$ cat src/rtl/registerfile_mp.sv
// Multi-read-port register file with hardwired-zero entry, write-to-read bypass,
// optional registered read stage and a sequential clear engine.
module registerfile_mp #(
  parameter int WIDTH    = 32,
  parameter int DEPTH    = 5,
  parameter int NREAD    = 2,
  parameter int ZERO_REG = 1,
  parameter int BYPASS   = 1,
  parameter int READ_LAT = 0
) (
  input  logic                   clk_i,
  input  logic                   rst_ni,
  input  logic                   clr_i,
  output logic                   busy_o,
  input  logic                   we_i,
  input  logic [DEPTH-1:0]       addwrite_i,
  input  logic [WIDTH-1:0]       datowrite_i,
  output logic                   wr_drop_o,
  input  logic [NREAD-1:0]       re_i,
  input  logic [NREAD*DEPTH-1:0] addread_i,
  output logic [NREAD*WIDTH-1:0] datoread_o,
  output logic [NREAD-1:0]       rvalid_o
);

  localparam int NENT = 2 ** DEPTH;

  typedef enum logic {ST_CLEAR, ST_IDLE} state_e;

  state_e           state_q;
  logic [DEPTH-1:0] cnt_q;
  logic             wr_drop_q;
  logic [WIDTH-1:0] mem_q [NENT];

  logic busy;
  logic wr_zero;
  logic wr_en;

  // Clear engine: walks every entry once, then idles until the next request.
  always_ff @(posedge clk_i or negedge rst_ni) begin
    if (!rst_ni) begin
      state_q   <= ST_CLEAR;
      cnt_q     <= '0;
      wr_drop_q <= 1'b0;
    end else begin
      wr_drop_q <= 1'b0;
      case (state_q)
        ST_CLEAR: begin
          wr_drop_q <= we_i;
          if (&cnt_q) begin
            state_q <= ST_IDLE;
            cnt_q   <= '0;
          end else begin
            cnt_q <= cnt_q + DEPTH'(1);
          end
        end
        default: begin
          if (clr_i) begin
            state_q <= ST_CLEAR;
            cnt_q   <= '0;
          end
        end
      endcase
    end
  end

  assign busy      = (state_q == ST_CLEAR);
  assign busy_o    = busy;
  assign wr_drop_o = wr_drop_q;
  assign wr_zero   = (ZERO_REG != 0) && (addwrite_i == '0);
  assign wr_en     = we_i && !busy && !wr_zero;

  // Storage has no reset; the clear engine is the only way it gets zeroed.
  always_ff @(posedge clk_i) begin
    if (busy) begin
      mem_q[cnt_q] <= '0;
    end else if (wr_en) begin
      mem_q[addwrite_i] <= datowrite_i;
    end
  end

  for (genvar k = 0; k < NREAD; k++) begin : g_rd
    logic [DEPTH-1:0] ra;
    logic [WIDTH-1:0] v;

    assign ra = addread_i[k*DEPTH +: DEPTH];

    always_comb begin
      v = mem_q[ra];
      if (!re_i[k] || busy) begin
        v = '0;
      end else if ((ZERO_REG != 0) && (ra == '0)) begin
        v = '0;
      end else if ((BYPASS != 0) && wr_en && (addwrite_i == ra)) begin
        v = datowrite_i;
      end
    end

    if (READ_LAT == 0) begin : g_comb
      assign datoread_o[k*WIDTH +: WIDTH] = v;
      assign rvalid_o[k]                  = re_i[k];
    end else begin : g_reg
      logic [WIDTH-1:0] rd_q;
      logic             rv_q;

      always_ff @(posedge clk_i or negedge rst_ni) begin
        if (!rst_ni) begin
          rd_q <= '0;
          rv_q <= 1'b0;
        end else begin
          rd_q <= v;
          rv_q <= re_i[k];
        end
      end

      assign datoread_o[k*WIDTH +: WIDTH] = rd_q;
      assign rvalid_o[k]                  = rv_q;
    end
  end

endmodule

$ cat config.mk
export PLATFORM = sky130hd
export DESIGN_NAME = registerfile_mp
export DESIGN_NICKNAME = d
export VERILOG_FILES = /design/src/rtl/registerfile_mp.sv
export SDC_FILE = /design/constraint.sdc
export NUM_CORES = 1
export LEC_CHECK = 0
export CORE_MARGIN = 4
export CORE_UTILIZATION = 65
export CTS_CLUSTER_DIAMETER = 120
export DETAILED_ROUTE_END_ITERATION = 12
export GPL_ROUTABILITY_DRIVEN = 0
export MAX_ROUTING_LAYER = met4
export PLACE_DENSITY_LB_ADDON = 0.12
export SYNTH_ARGS = -nofsm -noshare
export SYNTH_HDL_FRONTEND = slang
export SYNTH_SLANG_ARGS = --single-unit
$ cat constraint.sdc
create_clock -name clk_i -period 4.72 [get_ports clk_i]
set_input_delay 0.708 -clock clk_i [delete_from_list [all_inputs] [get_ports clk_i]]
set_output_delay 0.708 -clock clk_i [all_outputs]
set_load 0.05 [all_outputs]
==> results.cfg <==
[synthesis]
yosys-top-cells-count = 1024 x edfxtp_1, 351 x mux4_2, 350 x mux2i_1
synth-compound-area-share_pct = 8.16
ys_ff_latch = 1031
syn_area_sq_um = 49100
ys_types = 59
yosys.area_share.xor_xnor_pct = 0.214
synth_fa_ha_area_share_pct = 0.0510
synth_mux_area_share_pct = 23.8
syn_avg_cell_area_sq_um = 17.8
synthSimpleGateAreaFrac_pct = 2.26
synth_ff_type = edfxtp_1
synth_top_family_by_area = multiplexers
synth_area_leader_cell = edfxtp_1
syn_inst = 2749
synth.most_common_cell = edfxtp_1
netlist.area_leader.share_pct = 62.7
yosys-top-cells-area = edfxtp_1 63%, mux4_2 16%, mux2i_1 7.1%
yosys_warnings = 0
synth_edf_count = 1024
synth_nets = 2804
yosysSeqAreaShare_pct = 63.0
async_reset_ff_share_pct = 0.679

[global_routing]
grt_pass1_wl_mm = 215
grt_use_met2_pct = 58.4
met1_usage_pct = 51.7
antenna_found_initial = 1
grt_pass1_vias = 31200
globalRouteOverflowTotal = 0
use_met3_pct = 8.99
grt_max_degree = 100
busiest_layer = met2
grt.total_usage_pct = 39.1

[cts]
clk_pin_slew_worst_paths_ps = 60
clkSinkCount = 1031
numCtsBuffers = 102
cts.path.max_buffers = 3
cts_tree = built
clkLatencyLatePin_ps = 670
cts-resized-gates = 0
htreeDepth = 3
cts_root_buf = clkbuf_16
holdBufCountCts = 0
cts_setup_buffers = 0

[placed_design]
hpwl_mm = 89.2
io_buffers = 120
dp.cells = 3765

[die]
die_x_um = 283
start_util_pct = 65.8
ios = 121
die-area_sq_um = 79900
die_h_um = 283
core_sq_um = 74600
fp-row-count = 100

[worst_hold_path]
worstHoldPathType = in2async

[power]
p_sw_mw = 6.57
powerDensity_nw_per_um2 = 427
peakVddDrop_uv = 308
sw_frac_of_total_pct = 27.7
finalPower_mw = 23.7
power_frac_clock_pct = 33.3
seq_power_share_pct = 49.0
p_leak_nw = 18.9
pwr-share-comb_pct = 17.7
power.internal_mw = 17.1

[timing]
fin_skew_ps = 14.9
max_slew_margin_pct = 21.3
fin_tns_setup_ps = 0
fin_crit_sh_pct = 97.3
setup_viol = 0
worst_pin_slew_ps = 1180
fin_crit_ps = 4590
hold_ws_ps = 338
max_freq_ghz = 0.218
finalMaxSlewViolations = 0
final_hold_viol_count = 0
grt_setup_unrepaired = false

[worst_setup_path]
cp.arrival_ps = 3880
endpoint_kind = output port
cp.required_ps = 4010
cp-start-kind = flip-flop
cp_max_fo = 23
criticalPathCategory = reg2out

[status]
outcome = complete, no violations

[finish]
fillCellCount = 4302
syn2layout_area_growth_pct = 13.1
layout-drive-gt1-share_pct = 26.6
layout.nets = 2955
fin_cells = 3953

[job]
drv_cap = 0

[routing]
ant_nets = 0
num_vias = 31300
finalWirelength_mm = 150
remaining_drc_errors = 0
post_drt_wl_per_cell_um = 37.9
drtIter0Drc = 4880
drt-pass1-iter-count = 6
vias_per_cell = 7.93
## critical path, stage by stage (launching register included)
cell and delay, ps:
dfrtp_1 800, nand2_1 250, a21o_1 290, o31ai_4 780, buf_12 340, a211oi_1 80, a211o_1 400, buf_4 250
## area by class of cell
type / instances / area [sq um] / share of cell area [%]
diodes: 2 / 5.00 / 0.00902
well taps: 969 / 1210 / 2.19
repair buffers: 273 / 2820 / 5.09
inverters: 5 / 20.0 / 0.0361
flip-flops and latches: 1031 / 30900 / 55.7
clock buffers: 122 / 2670 / 4.81
multi-input cells: 1487 / 17300 / 31.1
clock inverters: 64 / 548 / 0.988
## metal layers
metal,share of wire (%),wire [um],vias to the layer above
li1,-,-,12200
met5,0,0,-
met1,34,51100,16100
met2,47,69900,2526
met4,6.3,9520,0
met3,13,19500,546
## metrics by stage
stage	util (%)	worst slack, ps	instance area (sq um)
6_report	74.4	129	55500
5_1_grt	74.4	27.7	55500
4_1_cts	74.4	164	55500
3_5_place_dp	70.1	365	52300
3_3_place_gp	70.1	425	52300
2_1_floorplan	-	1050	49100
## logic make-up after synthesis
| kind of cell | count (synthesis) |
|---|---|
| AOI/OAI and AO/OA | 524 |
| xor gates and xnor gates | 12 |
| buffers and inverters | 231 |
| DFF | 1031 |
| muxes | 724 |
| and+or+nand+nor | 225 |
| adders and majority gates | 2 |
## state kept, by name, summed over array words and instances, names as in the netlist
name       flops
cnt_q          5
wr_drop_o      1
state_q        1
mem_q       1024
## path summary, 6_finish.rpt
kind | start | endpoint | slack (ps) | cells after the start
max | state_q | datoread_o[35] | 130 | 7
min | rst_ni | wr_drop_o | 340 | 1
max reg2reg | state_q | mem_q[19][27] | 1120 | 7
min reg2reg | cnt_q[4] | cnt_q[4] | 610 | 2
max in group asynchronous | rst_ni | state_q | 4100 | 1
min in group clk_i | cnt_q[4] | cnt_q[4] | 610 | 2
## cell usage in the layout (no fill, tap or decap), types with 43 or more instances in the layout
cell,count
mux2i_1,350
a211oi_1,102
buf_4,170
a221oi_1,75
nand2_1,59
o221ai_1,58
clkdlybuf4s50_1,48
edfxtp_1,1024
o21ai_0,46
clkbuf_16,104
buf_12,50
mux4_2,351
and2_1,43
o22ai_1,51
## power by group through the flow
stage          registers [mW]  logic [mW]  clock network, mW
5_1_grt                  11.7        4.30               8.33
2_1_floorplan            11.6        2.32                  0
3_3_place_gp             11.7        4.04                  0
3_5_place_dp             11.8        4.10                  0
6_report                 11.6        4.20               7.89
4_1_cts                  11.6        4.12               7.93
(Power assumes the default switching activity.)
